**src/rtl/rv_isa_pkg.sv**
```systemverilog
// Shared RISC-V ISA constants, decoded-field bundle and format classifier.
package rv_isa_pkg;

    localparam int unsigned INSTR_W = 32;

    localparam logic [6:0] OP_OP     = 7'b0110011;
    localparam logic [6:0] OP_IMM    = 7'b0010011;
    localparam logic [6:0] OP_LOAD   = 7'b0000011;
    localparam logic [6:0] OP_STORE  = 7'b0100011;
    localparam logic [6:0] OP_BRANCH = 7'b1100011;
    localparam logic [6:0] OP_LUI    = 7'b0110111;
    localparam logic [6:0] OP_AUIPC  = 7'b0010111;
    localparam logic [6:0] OP_JAL    = 7'b1101111;
    localparam logic [6:0] OP_JALR   = 7'b1100111;
    localparam logic [6:0] OP_SYSTEM = 7'b1110011;
    localparam logic [6:0] OP_IMM32  = 7'b0011011;
    localparam logic [6:0] OP_OP32   = 7'b0111011;

    localparam logic [2:0] FMT_R   = 3'd0;
    localparam logic [2:0] FMT_I   = 3'd1;
    localparam logic [2:0] FMT_S   = 3'd2;
    localparam logic [2:0] FMT_B   = 3'd3;
    localparam logic [2:0] FMT_U   = 3'd4;
    localparam logic [2:0] FMT_J   = 3'd5;
    localparam logic [2:0] FMT_ILL = 3'd7;

    typedef struct packed {
        logic [6:0] opcode;
        logic [4:0] rd;
        logic [2:0] funct3;
        logic [4:0] rs1;
        logic [4:0] rs2;
        logic [6:0] funct7;
        logic [2:0] fmt;
        logic       illegal;
    } dec_fields_t;

    // Every legal opcode ends in 2'b11, so compressed encodings fall to ILL.
    function automatic logic [2:0] fmt_of(input logic [6:0] opc, input logic rv64_en);
        logic [2:0] f;
        f = FMT_ILL;
        case (opc)
            OP_OP:                                 f = FMT_R;
            OP_IMM, OP_LOAD, OP_JALR, OP_SYSTEM:   f = FMT_I;
            OP_STORE:                              f = FMT_S;
            OP_BRANCH:                             f = FMT_B;
            OP_LUI, OP_AUIPC:                      f = FMT_U;
            OP_JAL:                                f = FMT_J;
            OP_IMM32:                              f = rv64_en ? FMT_I : FMT_ILL;
            OP_OP32:                               f = rv64_en ? FMT_R : FMT_ILL;
            default:                               f = FMT_ILL;
        endcase
        return f;
    endfunction

endpackage

```
**src/rtl/rv_imm_gen.sv**
```systemverilog
// Combinational immediate generator: format-selected, sign-extended to XLEN.
module rv_imm_gen
    import rv_isa_pkg::*;
#(
    parameter int unsigned XLEN = 32
) (
    input  logic [31:7]     instr_i,
    input  logic [2:0]      fmt_i,
    output logic [XLEN-1:0] imm_o
);

    logic [31:0] imm32;

    always_comb begin
        imm32 = 32'd0;
        case (fmt_i)
            FMT_I: imm32 = {{20{instr_i[31]}}, instr_i[31:20]};
            FMT_S: imm32 = {{20{instr_i[31]}}, instr_i[31:25], instr_i[11:7]};
            FMT_B: imm32 = {{19{instr_i[31]}}, instr_i[31], instr_i[7], instr_i[30:25],
                            instr_i[11:8], 1'b0};
            FMT_U: imm32 = {instr_i[31:12], 12'd0};
            FMT_J: imm32 = {{11{instr_i[31]}}, instr_i[31], instr_i[19:12], instr_i[20],
                            instr_i[30:21], 1'b0};
            default: imm32 = 32'd0;
        endcase
    end

    if (XLEN > 32) begin : g_wide
        assign imm_o = {{(XLEN-32){imm32[31]}}, imm32};
    end else begin : g_narrow
        assign imm_o = imm32[XLEN-1:0];
    end

endmodule

```
**src/rtl/rv_decode_stage.sv**
```systemverilog
// Registered RISC-V decode stage with one-entry skid buffer on a valid/ready interface.
module rv_decode_stage
    import rv_isa_pkg::*;
#(
    parameter int unsigned XLEN            = 32,
    parameter int unsigned RV64_OPS        = 0,
    parameter int unsigned FLUSH_KEEP_SKID = 0
) (
    input  logic              clk,
    input  logic              rst_n,
    input  logic              flush,
    input  logic              in_valid,
    output logic              in_ready,
    input  logic [31:0]       in_instr,
    input  logic [XLEN-1:0]   in_pc,
    output logic              out_valid,
    input  logic              out_ready,
    output logic [XLEN-1:0]   out_pc,
    output logic [6:0]        opcode,
    output logic [4:0]        rd,
    output logic [2:0]        funct3,
    output logic [4:0]        rs1,
    output logic [4:0]        rs2,
    output logic [6:0]        funct7,
    output logic [XLEN-1:0]   imm,
    output logic [2:0]        fmt,
    output logic              illegal
);

    localparam logic RV64_EN   = (RV64_OPS != 0) && (XLEN == 64);
    localparam logic KEEP_SKID = (FLUSH_KEEP_SKID != 0);

    dec_fields_t     new_f;
    logic [XLEN-1:0] new_imm;

    dec_fields_t     out_f_q,   out_f_d,   skid_f_q,   skid_f_d;
    logic [XLEN-1:0] out_pc_q,  out_pc_d,  skid_pc_q,  skid_pc_d;
    logic [XLEN-1:0] out_imm_q, out_imm_d, skid_imm_q, skid_imm_d;
    logic            out_valid_q, out_valid_d, skid_valid_q, skid_valid_d;
    logic            in_ready_q, in_ready_d;
    logic            in_fire;

    // Decode of the incoming word; registered alongside its PC.
    always_comb begin
        new_f         = '0;
        new_f.opcode  = in_instr[6:0];
        new_f.rd      = in_instr[11:7];
        new_f.funct3  = in_instr[14:12];
        new_f.rs1     = in_instr[19:15];
        new_f.rs2     = in_instr[24:20];
        new_f.funct7  = in_instr[31:25];
        new_f.fmt     = fmt_of(in_instr[6:0], RV64_EN);
        new_f.illegal = (new_f.fmt == FMT_ILL);
    end

    rv_imm_gen #(.XLEN(XLEN)) u_imm_gen (
        .instr_i (in_instr[31:7]),
        .fmt_i   (new_f.fmt),
        .imm_o   (new_imm)
    );

    assign in_fire = in_valid & in_ready_q;

    // Output slot is refilled from the skid first so order is preserved.
    always_comb begin
        out_valid_d  = out_valid_q;
        out_f_d      = out_f_q;
        out_pc_d     = out_pc_q;
        out_imm_d    = out_imm_q;
        skid_valid_d = skid_valid_q;
        skid_f_d     = skid_f_q;
        skid_pc_d    = skid_pc_q;
        skid_imm_d   = skid_imm_q;

        if (flush) begin
            out_valid_d = 1'b0;
            if (!KEEP_SKID) begin
                skid_valid_d = 1'b0;
            end
        end else if (!out_valid_q || out_ready) begin
            if (skid_valid_q) begin
                out_valid_d  = 1'b1;
                out_f_d      = skid_f_q;
                out_pc_d     = skid_pc_q;
                out_imm_d    = skid_imm_q;
                skid_valid_d = 1'b0;
            end else if (in_fire) begin
                out_valid_d  = 1'b1;
                out_f_d      = new_f;
                out_pc_d     = in_pc;
                out_imm_d    = new_imm;
            end else begin
                out_valid_d  = 1'b0;
            end
        end else if (in_fire) begin
            skid_valid_d = 1'b1;
            skid_f_d     = new_f;
            skid_pc_d    = in_pc;
            skid_imm_d   = new_imm;
        end

        in_ready_d = !skid_valid_d;
    end

    always_ff @(posedge clk or negedge rst_n) begin
        if (!rst_n) begin
            out_valid_q  <= 1'b0;
            out_f_q      <= '0;
            out_pc_q     <= '0;
            out_imm_q    <= '0;
            skid_valid_q <= 1'b0;
            skid_f_q     <= '0;
            skid_pc_q    <= '0;
            skid_imm_q   <= '0;
            in_ready_q   <= 1'b1;
        end else begin
            out_valid_q  <= out_valid_d;
            out_f_q      <= out_f_d;
            out_pc_q     <= out_pc_d;
            out_imm_q    <= out_imm_d;
            skid_valid_q <= skid_valid_d;
            skid_f_q     <= skid_f_d;
            skid_pc_q    <= skid_pc_d;
            skid_imm_q   <= skid_imm_d;
            in_ready_q   <= in_ready_d;
        end
    end

    assign in_ready  = in_ready_q;
    assign out_valid = out_valid_q;
    assign out_pc    = out_pc_q;
    assign imm       = out_imm_q;
    assign opcode    = out_f_q.opcode;
    assign rd        = out_f_q.rd;
    assign funct3    = out_f_q.funct3;
    assign rs1       = out_f_q.rs1;
    assign rs2       = out_f_q.rs2;
    assign funct7    = out_f_q.funct7;
    assign fmt       = out_f_q.fmt;
    assign illegal   = out_f_q.illegal;

endmodule

```
**config.mk**
```make
export PLATFORM = sky130hd
export DESIGN_NAME = rv_decode_stage
export DESIGN_NICKNAME = d
export VERILOG_FILES = /design/src/rtl/rv_isa_pkg.sv /design/src/rtl/rv_imm_gen.sv /design/src/rtl/rv_decode_stage.sv
export SDC_FILE = /design/constraint.sdc
export NUM_CORES = 1
export LEC_CHECK = 0
export CAP_MARGIN = 20
export CORE_MARGIN = 5
export CORE_UTILIZATION = 40
export CTS_CLUSTER_DIAMETER = 200
export DETAILED_ROUTE_END_ITERATION = 16
export GPL_TIMING_DRIVEN = 0
export PLACE_DENSITY_LB_ADDON = 0.1
export SETUP_SLACK_MARGIN = 0.1
export SYNTH_ARGS = -nofsm -noshare
export SYNTH_HDL_FRONTEND = slang
export SYNTH_SLANG_ARGS = --single-unit
```
**constraint.sdc**
```tcl
create_clock -name clk -period 4.5 [get_ports clk]
set_input_delay 1.125 -clock clk [delete_from_list [all_inputs] [get_ports clk]]
set_output_delay 1.125 -clock clk [all_outputs]
set_load 0.02 [all_outputs]
```
==> results by group <==
Status
  • Status: finished, final reports clean

STA
  • Slew margin rel.: around two fifths
  • Worst hold slack: 0.474 ns
  • Final Hold Fails: 0
  • Period utilization: roughly 90%
  • Max Clk Rate: ~250 MHz
  • Final setup TNS: 0 ns
  • Final min period: ~4 ns
  • Worst Clk Skew: 0.00798 ns
  • Worst-margin pin slew: around 0.9 ns
  • Final Max Slew Viols: 0
  • Setup violations, final: 0
  • RSZ-0062 raised after global routing: false

Setup path
  • Reg2reg setup slack: 1.89 ns
  • Crit-path leading delay family: compound AO/OA/AOI/OAI gates
  • Crit path cell chain: clkdlybuf4s50_1 > and4b_1 > o2111ai_1 > ha_1 > a311oi_2 > nor3_2 > nand2_1 > clkbuf_1 > o221ai_1
  • Critical path class: in -> reg
  • Worst path bufs/invs: 2
  • Crit-path slowest cell: clkdlybuf4s50_1
  • Max stage delay on crit path: 0.65 ns
  • CP Launch Type: input pin
  • Reg-to-reg critical path startpoint: skid_valid_q
  • WP data required: 4.87 ns
  • CP arrival: 4.41 ns
  • Nature of the critical path endpoint: flop
  • Origin of the worst setup path: in_instr[4]
  • Crit path max fanout: 10

Clocking
  • CTS tree: yes
  • Number of clock sinks: 203
  • # resized after CTS: 0
  • Root buf cell: clkbuf_16
  • CTS hold repair buffers: 0
  • Bufs on Longest Clock Path: 3
  • Clk_lat worst skew: a little over 0.5 ns
  • Worst-path clk slew: 0.06 ns
  • Total CTS buffers: 23
  • H-tree depth: 1
  • # Post-CTS Setup Buffers: 0

Global routing
  • Vias in the first global route: between 7000 and 8000
  • Global route overflow: 0
  • Initial antenna violation count: 0
  • Largest net degree at the start of global routing: 111
  • Global-route wire length before repair: around 44 mm
  • Total track usage: between 20% and 30%

Routing
  • Iter 0 DRT Violations: 472
  • Drt first pass iters: 7
  • Post-route ant nets: 0
  • Final WL: 27.2 mm
  • Routed len/inst: approximately 19 µm
  • Via-per-instance ratio: around 5.3
  • # DRC: 0
  • Via count: 7624

Yosys
  • Async SR Flop Fraction: 100%
  • Area of the mapped netlist: approximately 9000 µm²
  • YS warnings: 0
  • Yosys reg bits: 203
  • Number of flops mapped to enable cells by yosys: 0
  • Dominant cell by count in the synthesized netlist: nand2_1
  • Mapped Avg Cell Area: roughly 9.4 µm²
  • Synth top area share: a little under three fifths
  • Post-synth top area cell: dfrtp_1
  • Main area contributors after synthesis: dfrtp_1 56%, nand2_1 14%, mux2i_1 7.1%, o21ai_0 6.3%, clkbuf_1 2.1%
  • Dominant synthesized flop cell: dfrtp_1
  • Synth cell count leaders: 333 x nand2_1, 202 x dfrtp_1, 114 x o21ai_0
  • Cells after synthesis: 952
  • Seq/Total Area, Yosys: 56.5%
  • Syn_nets: approximately 1000
  • Synth unique cells: 56

Min path
  • Min-delay src: skid_pc_q[19]
  • Min-Delay Path Class: reg -> reg

Power and ir drop
  • Total leakage power: 0.00504 µW
  • Pwr dens: 435 nW/µm²
  • Peak supply drop: 0.266 mV

Finish
  • Final core utilization: 53.6%
  • Layout cell share with drive strength beyond 1: 5.35%
  • # diodes: 0
  • Nets: 1216
  • Syn-to-layout area delta: 30.9%

Die
  • I/O pin cnt: 171
  • Die ar.: ~26000 µm²
  • Core area: 22000 µm²
  • Starting Density: 40.9%
  • Die Span X: 160 µm
  • Die Ht: 160 µm
  • Rows: 54

Place
  • Detailed placement HPWL: about 19 mm
  • Routability cong.: 0.811
  • IO buf count: 167

Run
  • Number of max-cap violations: 0
==> metrics by stage <==
stage | setup WS [ns] | total power [µW] | cell area [µm²] | cells
CTS | 0.472 | 5170 | 11800 | 1439
finish | 0.457 | 5120 | 11800 | 1439
detailed placement | -0.0409 | 3360 | 11100 | 1401
floorplan | 1.09 | 2790 | 8990 | 952
global placement | -6.67 | 3340 | 11000 | 1399
global route | 0.177 | 5380 | 11800 | 1439
==> cells in the final DEF (no fill, tap or decap), types with 6 or more instances in the layout <==
| master | instances |
|---|---|
| clkdlybuf4s50_1 | 166 |
| nor2_1 | 22 |
| nand4_1 | 6 |
| inv_1 | 10 |
| clkbuf_1 | 55 |
| o22ai_1 | 8 |
| a21oi_1 | 17 |
| o221ai_1 | 17 |
| a22oi_1 | 9 |
| buf_2 | 11 |
| o21ai_0 | 114 |
| nand2_1 | 333 |
| a221o_1 | 9 |
| dfrtp_1 | 202 |
| nand3_1 | 6 |
| o211ai_1 | 10 |
| mux2i_1 | 64 |
| clkbuf_16 | 23 |
==> final cells by class <==
class	instances	area, µm²
repair buffers	169	1710
flip-flops and latches	203	5080
clock buffers	32	659
clock inverters	6	60.1
fillers	2034	10200
plain buffers	68	284
inverters	10	37.5
well taps	280	350
multi-input cells	671	3590
==> power breakdown <==
| part | leakage, µW | switching [µW] | total, µW | internal (µW) |
|---|---|---|---|---|
| combinational | 0.00212 | 566 | 1030 | 466 |
| sequential | 0.00256 | 161 | 2280 | 2120 |
| clock | 0.000350 | 733 | 1800 | 1070 |
==> path summary, 6_finish.rpt <==
path | depth (start not counted) | to
hold / removal | 2 | skid_pc_q[19]
hold reg to reg | 2 | skid_pc_q[19]
setup reg to reg | 8 | out_pc[25]
min in group asynchronous | 1 | rs1[1]
max in group asynchronous | 2 | skid_pc_q[19]
setup / recovery | 9 | skid_imm_q[22]
==> logic make-up (layout without fill, tap and decap cells) <==
group / count (synthesis) / in the layout / share of synthesized area, %
flip-flops: 203 / 203 / 56.5
AND/OR/NAND/NOR: 397 / 397 / 18.1
XOR/XNOR: 2 / 2 / 0.195
adder cells (fa/ha/maj): 1 / 1 / 0.139
AO/OA/AOI/OAI: 205 / 205 / 14.1
buffers and inverters: 78 / 285 / 3.58
multiplexers: 66 / 66 / 7.38
==> sequential cells by signal, summed over array words and instances, names as in the netlist <==
signal,flops
fmt,3
funct3,3
funct7,7
illegal,1
imm,32
in_ready,1
opcode,7
out_pc,32
out_valid,1
rd,5
rs1,5
rs2,5
skid_f_q,36
skid_imm_q,32
skid_pc_q,32
skid_valid_q,1
==> metal layers <==
metal / vias to the layer above / wire length, µm / GRT usage, %
met5: - / 0 / 0
met4: 0 / 398 / 4.46
met3: 25 / 2300 / 5.72
met2: 262 / 12500 / 33.4
met1: 3698 / 12000 / 29.4
li1: 3639 / - / -
==> tightest hold or removal path, cell delays in order (launching register included) <==
cell and delay [ns]:
dfrtp_1 0.33, nand2_1 0.05, nand2_1 0.06
Note: power is estimated with default switching activity, not from simulation.
